$ cat config.mk
export PLATFORM = sky130hd
export DESIGN_NAME = sysid_info_regs_flat
export DESIGN_NICKNAME = d
export VERILOG_FILES = /design/src/rtl/sysid_info_regs_if.sv /design/src/rtl/sysid_info_regs.sv /design/src/flat_wrapper.sv
export SDC_FILE = /design/constraint.sdc
export NUM_CORES = 1
export LEC_CHECK = 0
export ABC_AREA = 1
export BUFFER_PORTS_ARGS = -buffer_cell sky130_fd_sc_hd__buf_4
export CAP_MARGIN = 20
export CORE_MARGIN = 8
export CORE_UTILIZATION = 63
export CTS_BUF_LIST = sky130_fd_sc_hd__clkbuf_16
export DETAILED_ROUTE_END_ITERATION = 8
export GPL_TIMING_DRIVEN = 0
export HOLD_SLACK_MARGIN = 0.08
export PLACE_DENSITY = 0.94
export SKIP_CTS_REPAIR_TIMING = 1
export SLEW_MARGIN = 0
export SYNTH_ARGS = -nofsm -noshare
export SYNTH_HDL_FRONTEND = slang
export SYNTH_SLANG_ARGS = --single-unit
export TNS_END_PERCENT = 30
$ cat constraint.sdc
create_clock -name clock -period 3.55 [get_ports clock]
set_clock_uncertainty 0.05 [all_clocks]
set_input_delay 0.355 -clock clock [delete_from_list [all_inputs] [get_ports clock]]
set_output_delay 0.355 -clock clock [all_outputs]
set_load 0.005 [all_outputs]
$ cat src/rtl/sysid_info_regs_if.sv
// Avalon-MM slave bus between the interconnect and sysid_info_regs.
// readdata/readdatavalid return on a fixed-latency pipelined read path.
interface sysid_info_regs_if #(
  parameter int unsigned ADDR_W = 3
);
  logic [ADDR_W-1:0] address;
  logic              read;
  logic              write;
  logic [31:0]       writedata;
  logic [3:0]        byteenable;
  logic [31:0]       readdata;
  logic              readdatavalid;

  modport master (
    output address, read, write, writedata, byteenable,
    input  readdata, readdatavalid
  );

  modport slave (
    input  address, read, write, writedata, byteenable,
    output readdata, readdatavalid
  );
endinterface

$ cat src/rtl/sysid_info_regs.sv
// System-ID/info slave: constant ID words, free-running uptime counter with an
// atomic 64-bit read via a high-half shadow, byte-writable scratch, pipelined reads.
module sysid_info_regs #(
  parameter logic [31:0] SYS_ID        = 32'h0000_0000,
  parameter logic [31:0] TIMESTAMP     = 32'd1457386793,
  parameter int unsigned ADDR_W        = 3,
  parameter int unsigned READ_LATENCY  = 1,
  parameter int unsigned UPTIME_W      = 64,
  parameter logic [31:0] SCRATCH_RESET = 32'h0000_0000
) (
  input logic              clock,
  input logic              reset,
  sysid_info_regs_if.slave bus
);

  localparam int unsigned HI_W = UPTIME_W - 32;

  localparam logic [ADDR_W-1:0] ADDR_SYSID   = ADDR_W'(0);
  localparam logic [ADDR_W-1:0] ADDR_TSTAMP  = ADDR_W'(1);
  localparam logic [ADDR_W-1:0] ADDR_UPLO    = ADDR_W'(2);
  localparam logic [ADDR_W-1:0] ADDR_UPHI    = ADDR_W'(3);
  localparam logic [ADDR_W-1:0] ADDR_SCRATCH = ADDR_W'(4);
  localparam logic [ADDR_W-1:0] ADDR_CTRL    = ADDR_W'(5);
  localparam logic [ADDR_W-1:0] ADDR_PARAM   = ADDR_W'(6);

  // Low byte is the block revision.
  localparam logic [31:0] PARAM_WORD =
    {8'(READ_LATENCY), 8'(ADDR_W), 8'(UPTIME_W), 8'h02};

  logic [UPTIME_W-1:0]     uptime_q, uptime_d;
  logic [HI_W-1:0]         shadow_q, shadow_d;
  logic [31:0]             scratch_q, scratch_d;
  logic [READ_LATENCY-1:0] vld_q, vld_d;
  logic [31:0]             dat_q [READ_LATENCY];
  logic [31:0]             dat_d [READ_LATENCY];

  logic        rd_acc;
  logic        wr_scratch;
  logic        wr_clear;
  logic [31:0] rd_word;

  // A simultaneous write wins; the read is not accepted and produces no valid.
  always_comb begin
    rd_acc     = bus.read && !bus.write;
    wr_scratch = bus.write && (bus.address == ADDR_SCRATCH);
    wr_clear   = bus.write && (bus.address == ADDR_CTRL) &&
                 bus.byteenable[0] && bus.writedata[0];
  end

  // Read data selected from current state in the acceptance cycle.
  always_comb begin
    rd_word = '0;
    case (bus.address)
      ADDR_SYSID:   rd_word = SYS_ID;
      ADDR_TSTAMP:  rd_word = TIMESTAMP;
      ADDR_UPLO:    rd_word = uptime_q[31:0];
      ADDR_UPHI:    rd_word = 32'(shadow_q);
      ADDR_SCRATCH: rd_word = scratch_q;
      ADDR_PARAM:   rd_word = PARAM_WORD;
      default:      rd_word = '0;
    endcase
  end

  // Counter, shadow and scratch next-state.
  always_comb begin
    uptime_d  = wr_clear ? '0 : uptime_q + UPTIME_W'(1);
    shadow_d  = shadow_q;
    scratch_d = scratch_q;
    if (rd_acc && (bus.address == ADDR_UPLO)) begin
      shadow_d = uptime_q[UPTIME_W-1:32];
    end
    for (int i = 0; i < 4; i++) begin
      if (wr_scratch && bus.byteenable[i]) begin
        scratch_d[8*i +: 8] = bus.writedata[8*i +: 8];
      end
    end
  end

  // Read pipeline; data stages carry zero when no read is in flight.
  always_comb begin
    vld_d    = vld_q;
    dat_d    = dat_q;
    vld_d[0] = rd_acc;
    dat_d[0] = rd_acc ? rd_word : 32'h0;
    for (int i = 1; i < int'(READ_LATENCY); i++) begin
      vld_d[i] = vld_q[i-1];
      dat_d[i] = dat_q[i-1];
    end
  end

  always_ff @(posedge clock) begin
    if (reset) begin
      uptime_q  <= '0;
      shadow_q  <= '0;
      scratch_q <= SCRATCH_RESET;
      vld_q     <= '0;
      for (int i = 0; i < int'(READ_LATENCY); i++) begin
        dat_q[i] <= '0;
      end
    end else begin
      uptime_q  <= uptime_d;
      shadow_q  <= shadow_d;
      scratch_q <= scratch_d;
      vld_q     <= vld_d;
      for (int i = 0; i < int'(READ_LATENCY); i++) begin
        dat_q[i] <= dat_d[i];
      end
    end
  end

  assign bus.readdatavalid = vld_q[READ_LATENCY-1];
  assign bus.readdata      = dat_q[READ_LATENCY-1];

endmodule

$ cat src/flat_wrapper.sv
// flat-port wrapper written by rule: the top's interface ports become plain ports
module sysid_info_regs_flat 
#(
  parameter logic [31:0] SYS_ID        = 32'h0000_0000,
  parameter logic [31:0] TIMESTAMP     = 32'd1457386793,
  parameter int unsigned ADDR_W        = 3,
  parameter int unsigned READ_LATENCY  = 1,
  parameter int unsigned UPTIME_W      = 64,
  parameter logic [31:0] SCRATCH_RESET = 32'h0000_0000
)
  (clock, reset, bus_address, bus_read, bus_write, bus_writedata, bus_byteenable, bus_readdata, bus_readdatavalid);
  sysid_info_regs_if #(.ADDR_W(ADDR_W)) bus_i ();
  input logic clock;
  input logic reset;
  input wire logic [$bits(bus_i.address)-1:0] bus_address;
  input wire logic [$bits(bus_i.read)-1:0] bus_read;
  input wire logic [$bits(bus_i.write)-1:0] bus_write;
  input wire logic [$bits(bus_i.writedata)-1:0] bus_writedata;
  input wire logic [$bits(bus_i.byteenable)-1:0] bus_byteenable;
  output wire logic [$bits(bus_i.readdata)-1:0] bus_readdata;
  output wire logic [$bits(bus_i.readdatavalid)-1:0] bus_readdatavalid;
  assign bus_i.address = bus_address;
  assign bus_i.read = bus_read;
  assign bus_i.write = bus_write;
  assign bus_i.writedata = bus_writedata;
  assign bus_i.byteenable = bus_byteenable;
  assign bus_readdata = bus_i.readdata;
  assign bus_readdatavalid = bus_i.readdatavalid;
  sysid_info_regs #(.SYS_ID(SYS_ID), .TIMESTAMP(TIMESTAMP), .ADDR_W(ADDR_W), .READ_LATENCY(READ_LATENCY), .UPTIME_W(UPTIME_W), .SCRATCH_RESET(SCRATCH_RESET)) u_core (.clock(clock), .reset(reset), .bus(bus_i));
endmodule
==> parameters.txt, run 1 <==
Parameter                              Value

GRT
  Total GRT Usage ... 31.2%
  Sum of overflow across all layers after global routing ... 0
  Wire length of the first global-routing pass ... 38400 um
  Number of global-route vias before repair ... 7303
  Largest net degree at the start of global routing ... 17
  Number of antenna violations at the first check in global routing ... 0

Timing
  Total of endpoints with negative setup slack in the final report ... 0
  Unrepaired setup endpoints after global routing ... no
  Final worst-path setup slack ... 1.51 ns
  Transition at the pin with the smallest max-transition slack ... 0.707 ns
  Part of the cycle the worst path needs ... 57.4%
  F_max ... 491 MHz
  Number of slew-limit violations in the final report ... 0
  Post-layout min period ... 2.04 ns
  Final Hold Vio Count ... 0
  Total negative slack ... 0 ns
  Normalized max-slew margin ... 52.9%

Placement
  HPWL Detailed ... 18200 um
  Routability-driven placement congestion ratio ... 0.999
  Post-DP Area ... 0.00815 sq mm
  Worst slack after detailed placement ... 1.57 ns
  Count of input and output buffers ... 72
  # placed instances ... 1278

Logic synthesis
  Async set or reset register ratio after synthesis ... 0%
  Number of library cell types mapped by synthesis ... 37
  Cell type with the largest total area after synthesis ... dfxtp_1
  Mean instance size in the synthesized netlist ... 6.99 sq um
  Area of the mapped netlist ... 0.00743 sq mm
  Yosys top cell area share ... 43.4%
  Part of the Yosys area used for sequential elements ... 43.4%
  Flops & latches, synth ... 161
  Post-synth EDFFs ... 0
  Cell types with the largest area share after synthesis ... dfxtp_1, nand2_1, nor2_1
  Post-synthesis instance total ... 1063
  Post-Synthesis Net Count ... 1107
  Warning count from the yosys run ... 0
  Post-synth top flop ... dfxtp_1

Clock tree
  Count of H-tree levels built during CTS ... 4
  Clock Tree Buf Depth ... 2
  Insertion delay to the later sink of the worst-skew pair ... 0.44 ns
  Clk pin slew, worst setup/hold paths ... 0.06 ns
  Clock buffer count from CTS ... 17
  Clk Tree Root Cell ... clkbuf_16
  Number of sinks on the clock net ... 161
  CTS tree ... yes

Floorplan
  Width of the die ... 125 um
  Die Area ... 0.0155 sq mm
  Initial core utilization ... 64.8%
  Core area ... 0.0115 sq mm
  Count of standard-cell rows ... 39
  Number of I/O pins ... 76
  Die boundary height ... 125 um

Worst setup path
  Startpoint kind of the worst setup timing path ... flip-flop
  Required time worst endpoint ... 3.83 ns
  Worst setup path category ... flip-flop to flip-flop
  Peak fanout along the critical path ... 5
  Reg-to-reg setup timing slack ... 1.51 ns
  Critical path endpoint category ... flip-flop
  Data arrival time at the worst-slack endpoint ... 2.32 ns

Layout
  Final std cells w/o fill ... 1310
  Fraction of final layout cells with drive strength greater than 1 ... 15.4%
  Number of nets in the layout ... 1199
  Total area of sequential cells ... 0.00322 sq mm
  Footprint of the multi-input gates ... 0.00364 sq mm
  Area added between synthesis and finish ... 18.1%
  Finished layout cell area ... 0.00878 sq mm
  Number of antenna repair diodes ... 0
  Number of fill cells ... 834

Power
  Pleak ... 3.34 nW
  Total chip power ... 3.96 mW
  Power density over cell area ... 451 mW/mm^2
  Worst voltage drop across the vdd grid ... 0.466 mV

Detailed routing
  Metal3 WL ... 2800 um
  Detail-routed net length per standard cell ... 19.1 um
  Routed wire length ... 25000 um
  Count of routing violations after the opening detailed-route iteration ... 1188
  Wire length on met2 ... 11300 um
  Top layer reached by signal wires ... met4
  Length of the first detailed-routing pass in iterations ... 7
  Final ANT Viol Nets ... 0
  Number of vias after detailed routing ... 7871
  Routed metal-1 wirelength ... 9240 um
  Vias per cell ... 6.01
  Post-route DRC ... 0

Status
  Status ... finished, final reports clean

Worst hold path
  Type of the worst min-delay path ... primary input to flip-flop

Flow run
  Max-capacitance violation count ... 0
==> cells in the mapped netlist, types with 15 or more instances <==
| cell type | instances |
|---|---|
| nand3_1 | 51 |
| a21oi_1 | 86 |
| a31oi_1 | 19 |
| inv_1 | 104 |
| a22oi_1 | 19 |
| buf_2 | 18 |
| nor2_2 | 16 |
| nor2_1 | 176 |
| nand4_1 | 15 |
| nand2_1 | 246 |
| dfxtp_1 | 161 |
| o21ai_0 | 53 |
==> power by group <==
part	internal [mW]	switching, mW	total [mW]
combinational	0.0665	0.119	0.185
clock	1.17	0.763	1.94
sequential	1.83	0.0119	1.84
total	3.07	0.894	3.96
==> cells in the final DEF, fill, tap and decap left out, types with 2 or more instances in the layout <==
| master | instances |
|---|---|
| nand2_1 | 246 |
| clkbuf_16 | 17 |
| a22oi_1 | 19 |
| clkinv_2 | 2 |
| inv_6 | 2 |
| clkinv_1 | 3 |
| a31oi_1 | 19 |
| nand3_1 | 51 |
| nor2_2 | 16 |
| inv_2 | 7 |
| buf_4 | 73 |
| or2_2 | 5 |
| a21oi_1 | 86 |
| bufinv_16 | 4 |
| inv_1 | 105 |
| xor2_1 | 9 |
| buf_2 | 18 |
| nand3_2 | 4 |
| nor3_1 | 5 |
| nand4_1 | 15 |
| clkbuf_1 | 14 |
| o22ai_1 | 4 |
| nand2_4 | 5 |
| nor2_1 | 176 |
| o21ai_0 | 53 |
| nor2_8 | 2 |
| o211ai_1 | 2 |
| o221ai_1 | 5 |
| clkinvlp_4 | 3 |
| dfxtp_1 | 161 |
| o21bai_1 | 5 |
| nand2_2 | 9 |
| a221oi_1 | 2 |
| nor2_4 | 10 |
==> sequential cells by signal (all words and copies together), names as in the netlist <==
name,flops
u_core.shadow_q,32
u_core.uptime_q,64
u_core.scratch_q,32
u_core.bus.readdatavalid,1
u_core.bus.readdata,32
==> critical path, stage by stage, from the launching register on <==
cell and delay [ns]:
dfxtp_1 0.45, ha_1 0.21, nand2_1 0.11, nor2_4 0.15, nand2_1 0.13, nor2_2 0.27
nand2_1 0.15, nor2_1 0.23, nand2_1 0.09, nand2_1 0.06, nor2_1 0.04
==> per-layer routing <==
metal	track usage [%]	vias to the layer above
met5	0	-
met4	20.5	0
met3	6.85	139
met2	49.4	554
met1	37.3	3548
li1	-	3630
==> logic make-up after synthesis <==
logic type	count (synthesis)	synth area share, %
AOI/OAI and AO/OA	199	15.1
xor gates and xnor gates	9	1.06
adders and majority gates	1	0.168
buffers and inverters	146	7.73
DFF	161	43.4
and+or+nand+nor	547	32.6
==> final timing paths <==
path,to,from,cells after the start
worst max register to register,u_core.uptime_q[54],u_core.uptime_q[0],10
worst min-delay path,u_core.scratch_q[26],bus_writedata[26],3
worst min register to register,u_core.scratch_q[14],u_core.scratch_q[14],2
worst max-delay path,u_core.uptime_q[54],u_core.uptime_q[0],10
==> layout make-up <==
cell class / instances / share of cell area (%)
clock buffer: 17 / 4.85
multi-input combinational: 756 / 41.4
tap: 143 / 2.04
timing repair buffer: 73 / 6.27
buffer: 33 / 1.71
sequential: 161 / 36.7
inverter: 113 / 4.83
clock inverter: 14 / 2.15
==> per-stage QoR <==
step	hold WS (ns)	utilization, %
floorplan	0.374	-
global placement	0.383	71.1
detailed placement	0.387	71.1
CTS	0.0781	76.5
global route	0.156	76.5
finish	0.149	76.5
(Power assumes the default switching activity.)
==> run 2, diff against run 1 <==
ABC_AREA = 0   (was 1)
CORE_UTILIZATION = 53   (was 63)
PLACE_DENSITY = 0.86   (was 0.94)
clock period = 1.8 ns   (was 3.55 ns; I/O delays follow)
==> run 2 against run 1 <==
Against the previous run:
- the flow now finishes with violations (setup timing)
- critical path depth down 3
- count of clock-buffer cells in the layout unchanged
- die area up 8.8%
==> parameters.txt, run 2 <==
Parameter                              Value

Status
  Status ... finished, violations left
  Failing checks ... setup timing

Floorplan
  Width of the die ... 130 um (+4.3%)
  Count of standard-cell rows ... 41 (+5.1%)
  Die boundary height ... 130 um (+4.3%)
  Die Area ... 0.0169 sq mm (+8.8%)
  Core area ... 0.0127 sq mm (+10%)
  Initial core utilization ... 54.3% (-10 points)
  Number of I/O pins ... 76 (unchanged)

Logic synthesis
  Part of the Yosys area used for sequential elements ... 46.8% (+3.5 points)
  Cell types with the largest area share after synthesis ... dfxtp_1, a21oi_1, nand2_1
  Area of the mapped netlist ... 0.00689 sq mm (-7.4%)
  Post-synthesis instance total ... 854 (-20%)
  Number of library cell types mapped by synthesis ... 41 (+11%)
  Post-synth top flop ... dfxtp_1
  Cell type with the largest total area after synthesis ... dfxtp_1
  Mean instance size in the synthesized netlist ... 8.06 sq um (+15%)
  Leading cell types by count after synthesis ... dfxtp_1, nand2_1, a21oi_1
  Async set or reset register ratio after synthesis ... 0% (unchanged)
  Warning count from the yosys run ... 0 (unchanged)
  Flops & latches, synth ... 161 (unchanged)
  Post-synth EDFFs ... 0 (unchanged)
  Post-Synthesis Net Count ... 898 (-19%)
  Most frequent cell after synthesis ... dfxtp_1
  Yosys top cell area share ... 46.8% (+3.5 points)

GRT
  Largest net degree at the start of global routing ... 17 (unchanged)
  Wire length of the first global-routing pass ... 31600 um (-18%)
  Sum of overflow across all layers after global routing ... 0 (unchanged)
  Total GRT Usage ... 23.7% (-7.4 points)
  Number of antenna violations at the first check in global routing ... 0 (unchanged)
  Number of global-route vias before repair ... 6195 (-15%)

Timing
  Normalized max-slew margin ... 50.9% (-2.0 points)
  Final worst-path setup slack ... -0.479 ns (-1.99 ns)
  Transition at the pin with the smallest max-transition slack ... 0.737 ns (+0.0294 ns)
  Part of the cycle the worst path needs ... 127% (+69 points)
  Total of endpoints with negative setup slack in the final report ... 38 (+38)
  Post-layout min period ... 2.28 ns (+0.241 ns)
  F_max ... 439 MHz (-11%)
  Total negative slack ... -9.93 ns (-9.93 ns)
  Number of slew-limit violations in the final report ... 0 (unchanged)
  Worst hold-check slack ... 0.139 ns (-0.0107 ns)
  Final Hold Vio Count ... 0 (unchanged)
  Unrepaired setup endpoints after global routing ... yes

Placement
  Count of input and output buffers ... 71 (-1.4%)
  Routability-driven placement congestion ratio ... 0.911 (-8.8%)
  HPWL Detailed ... 14300 um (-22%)
  # placed instances ... 1097 (-14%)
  Post-DP Area ... 0.00770 sq mm (-5.6%)

Worst setup path
  Peak fanout along the critical path ... 5 (unchanged)
  Startpoint kind of the worst setup timing path ... flip-flop
  Critical path endpoint category ... flip-flop
  Data arrival time at the worst-slack endpoint ... 2.59 ns (+0.27 ns)
  Required time worst endpoint ... 2.11 ns (-1.72 ns)
  Worst setup path category ... flip-flop to flip-flop

Layout
  Fraction of final layout cells with drive strength greater than 1 ... 21.9% (+6.5 points)
  Footprint of the multi-input gates ... 0.00377 sq mm (+3.8%)
  Area added between synthesis and finish ... 34.6%
  Finished layout cell area ... 0.00927 sq mm (+5.6%)
  Number of nets in the layout ... 1061 (-12%)
  Most frequent cells in the layout ... dfxtp_1, nand2_1, a21oi_1
  Number of antenna repair diodes ... 0 (unchanged)
  Final std cells w/o fill ... 1202 (-8.2%)
  Most common cell after layout, fill and taps aside ... dfxtp_1
  Total area of sequential cells ... 0.00328 sq mm (+1.7%)
  Largest register FFs ... 64 (unchanged)
  Register with the most flip-flops ... u_core.uptime_q
  Number of fill cells ... 828 (-0.72%)

Clock tree
  Clock Tree Buf Depth ... 2 (unchanged)
  Count of H-tree levels built during CTS ... 4 (unchanged)
  Insertion delay to the later sink of the worst-skew pair ... 0.44 ns (about the same)
  CTS tree ... yes
  Clock buffer count from CTS ... 17 (unchanged)
  Clk Tree Root Cell ... clkbuf_16
  Clk pin slew, worst setup/hold paths ... 0.07 ns (about the same)
  Number of sinks on the clock net ... 161 (unchanged)

Power
  Pleak ... 3.25 nW (-2.8%)
  Power density over cell area ... 810 mW/mm^2 (+80%)
  Worst voltage drop across the vdd grid ... 0.538 mV (+15%)

Detailed routing
  Length of the first detailed-routing pass in iterations ... 5 (-2)
  Final ANT Viol Nets ... 0 (unchanged)
  Vias per cell ... 6.18 (+2.8%)
  Post-route DRC ... 0 (unchanged)
  Detail-routed net length per standard cell ... 19.5 um (+2.3%)
  Routed wire length ... 23500 um (-6.2%)
  Number of vias after detailed routing ... 7425 (-5.7%)
  Count of routing violations after the opening detailed-route iteration ... 1057 (-11%)

Flow run
  Max-capacitance violation count ... 0 (unchanged)

Worst hold path
  Type of the worst min-delay path ... primary input to flip-flop
-- run 2: logic make-up (layout without fill, tap and decap cells) --
logic type,count (synthesis),after routing,synth area share [%]
AO/OA/AOI/OAI,202,202,17.1
flip-flops,161,161,46.8
adder cells (fa/ha/maj),1,1,0.182
buffers and inverters,61,236,3.33
multiplexers,10,10,1.45
XOR/XNOR,32,32,4.07
AND/OR/NAND/NOR,387,388,27.1
-- run 2: cell type report --
| cell class | count | area share [%] |
|---|---|---|
| plain buffers | 51 | 2.27 |
| repair buffers | 146 | 13.0 |
| multi-input cells | 633 | 40.7 |
| clock buffers | 17 | 4.59 |
| well taps | 172 | 2.32 |
| inverters | 7 | 0.283 |
| clock inverters | 15 | 1.46 |
| flip-flops and latches | 161 | 35.4 |
-- run 2: power by group --
group | switching (mW) | total (mW) | internal [mW] | leakage (nW)
Clock | 1.56 | 3.47 | 1.91 | 0.275
Combinational | 0.255 | 0.444 | 0.189 | 1.66
Sequential | 0.0185 | 3.59 | 3.57 | 1.31
-- run 2: final timing paths --
path | from | to | slack (ns) | cells past startpoint
setup / recovery | u_core.uptime_q[0] | u_core.uptime_q[50] | -0.48 | 7
hold / removal | bus_address[1] | u_core.scratch_q[7] | 0.14 | 4
setup reg to reg | u_core.uptime_q[0] | u_core.uptime_q[50] | -0.48 | 7
hold reg to reg | u_core.shadow_q[31] | u_core.shadow_q[31] | 0.40 | 2
-- run 2: routing by layer --
layer / vias to the layer above / routed length [um] / global-route usage (%) / part of all wire (%)
li1: 3347 / - / - / -
met1: 3469 / 9050 / 29.7 / 39
met2: 519 / 11000 / 38.3 / 47
met3: 90 / 2480 / 6.12 / 11
met4: 0 / 963 / 9.36 / 4.1
met5: - / 0 / 0 / 0
-- run 2: stage by stage --
stage | power, mW | utilization, % | worst slack, ns
2_1_floorplan | 3.86 | - | -0.182
3_3_place_gp | 4.01 | 60.8 | -0.859
3_5_place_dp | 4.01 | 60.8 | -0.894
4_1_cts | 7.39 | 65.2 | -0.889
5_1_grt | 7.69 | 73.2 | -0.575
6_report | 7.51 | 73.2 | -0.479
-- run 2: worst max-delay path, cell delays in order (launching register included) --
cell and delay (ns):
dfxtp_4 0.38, ha_4 0.15, nand3_4 0.12, nor4_4 0.42, nand4_1 0.28, buf_6 0.22, or4_1 0.46, a21oi_1 0.12
==> run 3, diff against run 2 <==
ABC_AREA = 1   (was 0)
==> run 3 against run 2 <==
Against the previous run:
- the run now ends clean
- critical path depth rose by 1
- combinational power barely moved
- clock power about the same
- flip-flop and latch count is the same
- critical path type unchanged
- largest cell class unchanged
==> parameters.txt, run 3 (synthesized netlist as in run 1, its figures left out) <==
Parameter                              Value

Timing
  Post-layout min period ... 1.76 ns (-0.524 ns)
  Normalized max-slew margin ... 56.3% (+5.4 points)
  Number of slew-limit violations in the final report ... 0 (unchanged)
  Total of endpoints with negative setup slack in the final report ... 0 (-100%)
  Final Hold Vio Count ... 0 (unchanged)
  Part of the cycle the worst path needs ... 97.5% (-29 points)
  Total negative slack ... 0 ns (+9.93 ns)
  Transition at the pin with the smallest max-transition slack ... 0.656 ns (-0.0804 ns)
  F_max ... 570 MHz (+30%)

Layout
  Largest register FFs ... 64 (unchanged)
  Post-layout util ... 67.6% (-5.5 points)
  Area added between synthesis and finish ... 25.3%
  Most frequent cells in the layout ... nand2_1, nor2_1, dfxtp_1
  Most common cell after layout, fill and taps aside ... nand2_1
  Number of nets in the layout ... 1237 (+17%)
  Number of fill cells ... 1118 (+35%)
  Register with the most flip-flops ... u_core.uptime_q
  Fraction of final layout cells with drive strength greater than 1 ... 19.2% (-2.7 points)

Placement
  Routability-driven placement congestion ratio ... 1.01 (+11%)
  HPWL Detailed ... 19300 um (+35%)
  Count of input and output buffers ... 72 (+1.4%)

Clock tree
  Clock Tree Buf Depth ... 2 (unchanged)
  Insertion delay to the later sink of the worst-skew pair ... 0.44 ns (about the same)
  CTS tree ... yes
  Number of sinks on the clock net ... 161 (unchanged)
  Clk Tree Root Cell ... clkbuf_16
  Count of H-tree levels built during CTS ... 4 (unchanged)
  Clock buffer count from CTS ... 17 (unchanged)
  Clk pin slew, worst setup/hold paths ... 0.07 ns (about the same)

Floorplan
  Count of standard-cell rows ... 43 (+4.9%)
  Die boundary height ... 134 um (+3.4%)
  Core area ... 0.0138 sq mm (+8.7%)
  Number of I/O pins ... 76 (unchanged)
  Width of the die ... 134 um (+3.4%)
  Initial core utilization ... 54.0% (-0.37 points)
  Die Area ... 0.0181 sq mm (+7.0%)

Worst setup path
  Peak fanout along the critical path ... 6 (+1)
  FF-to-FF End ... u_core.uptime_q[40]
  Startpoint kind of the worst setup timing path ... flip-flop
  Most frequent cell on the critical path ... nand2_4
  Required time worst endpoint ... 2.08 ns (-0.03 ns)
  Critical path, cell by cell ... nand2_1 > nor2_2 > nand2_4 > nor2_8 > buf_4 > nand2_4 > o21ai_0 > a21oi_1
  R2R depth ... 8 (+1)
  Data arrival time at the worst-slack endpoint ... 2.03 ns (-0.56 ns)
  Critical-path top delay cell ... dfxtp_1
  Reg-to-reg setup timing slack ... 0.04 ns (+0.52 ns)
  Maximum single-stage delay on the critical path ... 0.43 ns (-0.03 ns)
  Worst setup path category ... flip-flop to flip-flop
  Critical path endpoint category ... flip-flop
  Worst R2R Start ... u_core.uptime_q[13]

Detailed routing
  Count of routing violations after the opening detailed-route iteration ... 1082 (+2.4%)
  Length of the first detailed-routing pass in iterations ... 5 (unchanged)
  Vias per cell ... 5.76 (-6.8%)
  Detail-routed net length per standard cell ... 19.3 um (-1.1%)
  Number of vias after detailed routing ... 7985 (+7.5%)
  Post-route DRC ... 0 (unchanged)
  Routed wire length ... 26800 um (+14%)
  Final ANT Viol Nets ... 0 (unchanged)

Power
  Pleak ... 3.53 nW (+8.7%)
  Total chip power ... 7.52 mW (+0.13%)
  Power density over cell area ... 808 mW/mm^2 (-0.32%)
  Worst voltage drop across the vdd grid ... 0.794 mV (+47%)

Status
  Status ... finished, final reports clean

GRT
  Wire length of the first global-routing pass ... 38200 um (+21%)
  Sum of overflow across all layers after global routing ... 0 (unchanged)
  Number of global-route vias before repair ... 7054 (+14%)
  Number of antenna violations at the first check in global routing ... 1 (+1)
  Largest net degree at the start of global routing ... 17 (unchanged)
  Total GRT Usage ... 27.4% (+3.7 points)

Flow run
  Max-capacitance violation count ... 0 (unchanged)

Worst hold path
  Count of cells along the worst hold path ... 3 (-1)
  Worst Hold Endpoint ... u_core.scratch_q[12]
  Origin of the worst min-delay path ... bus_byteenable[1]
  Type of the worst min-delay path ... primary input to flip-flop
run 3: final cells by class:
class	instances	area [sq um]	share of cell area [%]
multi-input combinational	756	3770	40.5
sequential	161	3250	34.9
timing repair buffer	111	928	9.97
clock buffer	17	425	4.57
inverter	113	424	4.56
tap	180	225	2.42
buffer	33	150	1.61
clock inverter	15	131	1.41
antenna	1	2.50	0.0269
run 3: worst max-delay path by stage:
stage / start / to / cells after the start / slack [ns]
after floorplan: u_core.uptime_q[0] / u_core.uptime_q[62] / 10 / 0.28
after global placement: u_core.uptime_q[0] / u_core.uptime_q[38] / 10 / -0.13
after detailed placement: u_core.uptime_q[0] / u_core.uptime_q[38] / 10 / -0.15
after CTS: u_core.uptime_q[0] / u_core.uptime_q[38] / 10 / -0.18
after global routing: u_core.uptime_q[21] / u_core.uptime_q[42] / 9 / -0.05
final: u_core.uptime_q[13] / u_core.uptime_q[40] / 8 / 0.04
run 3: worst max-delay path, delay by kind of cell, from the launching register on:
family | cells | cell delay, ns
flip-flops | 1 | 0.43
AND/OR/NAND/NOR | 5 | 0.75
AO/OA/AOI/OAI | 2 | 0.26
buffers and inverters | 1 | 0.16
run 3: per-layer routing:
metal	routed length, um	global-route usage [%]	share of wire (%)	vias to the layer above
li1	-	-	-	3708
met2	12000	42.8	45	543
met5	0	0	0	-
met1	10300	34.1	38	3586
met4	1880	16.2	7.0	0
met3	2570	6.17	9.6	148
run 3: power breakdown:
| part | switching, mW | total, mW | internal (mW) |
|---|---|---|---|
| Clock | 1.65 | 3.45 | 1.80 |
| Sequential | 0.0245 | 3.62 | 3.60 |
| Combinational | 0.255 | 0.443 | 0.188 |
| Total | 1.93 | 7.52 | 5.59 |
run 3: per-stage QoR:
step | cells | worst slack (ns) | instance area (sq um) | hold slack, ns
after CTS | 1347 | -0.182 | 8760 | -0.100
after detailed placement | 1315 | -0.153 | 8200 | 0.352
final | 1387 | 0.0448 | 9310 | 0.108
after global routing | 1387 | -0.0545 | 9310 | 0.143
after floorplan | 1063 | 0.275 | 7430 | 0.199
after global placement | 1315 | -0.129 | 8200 | 0.348
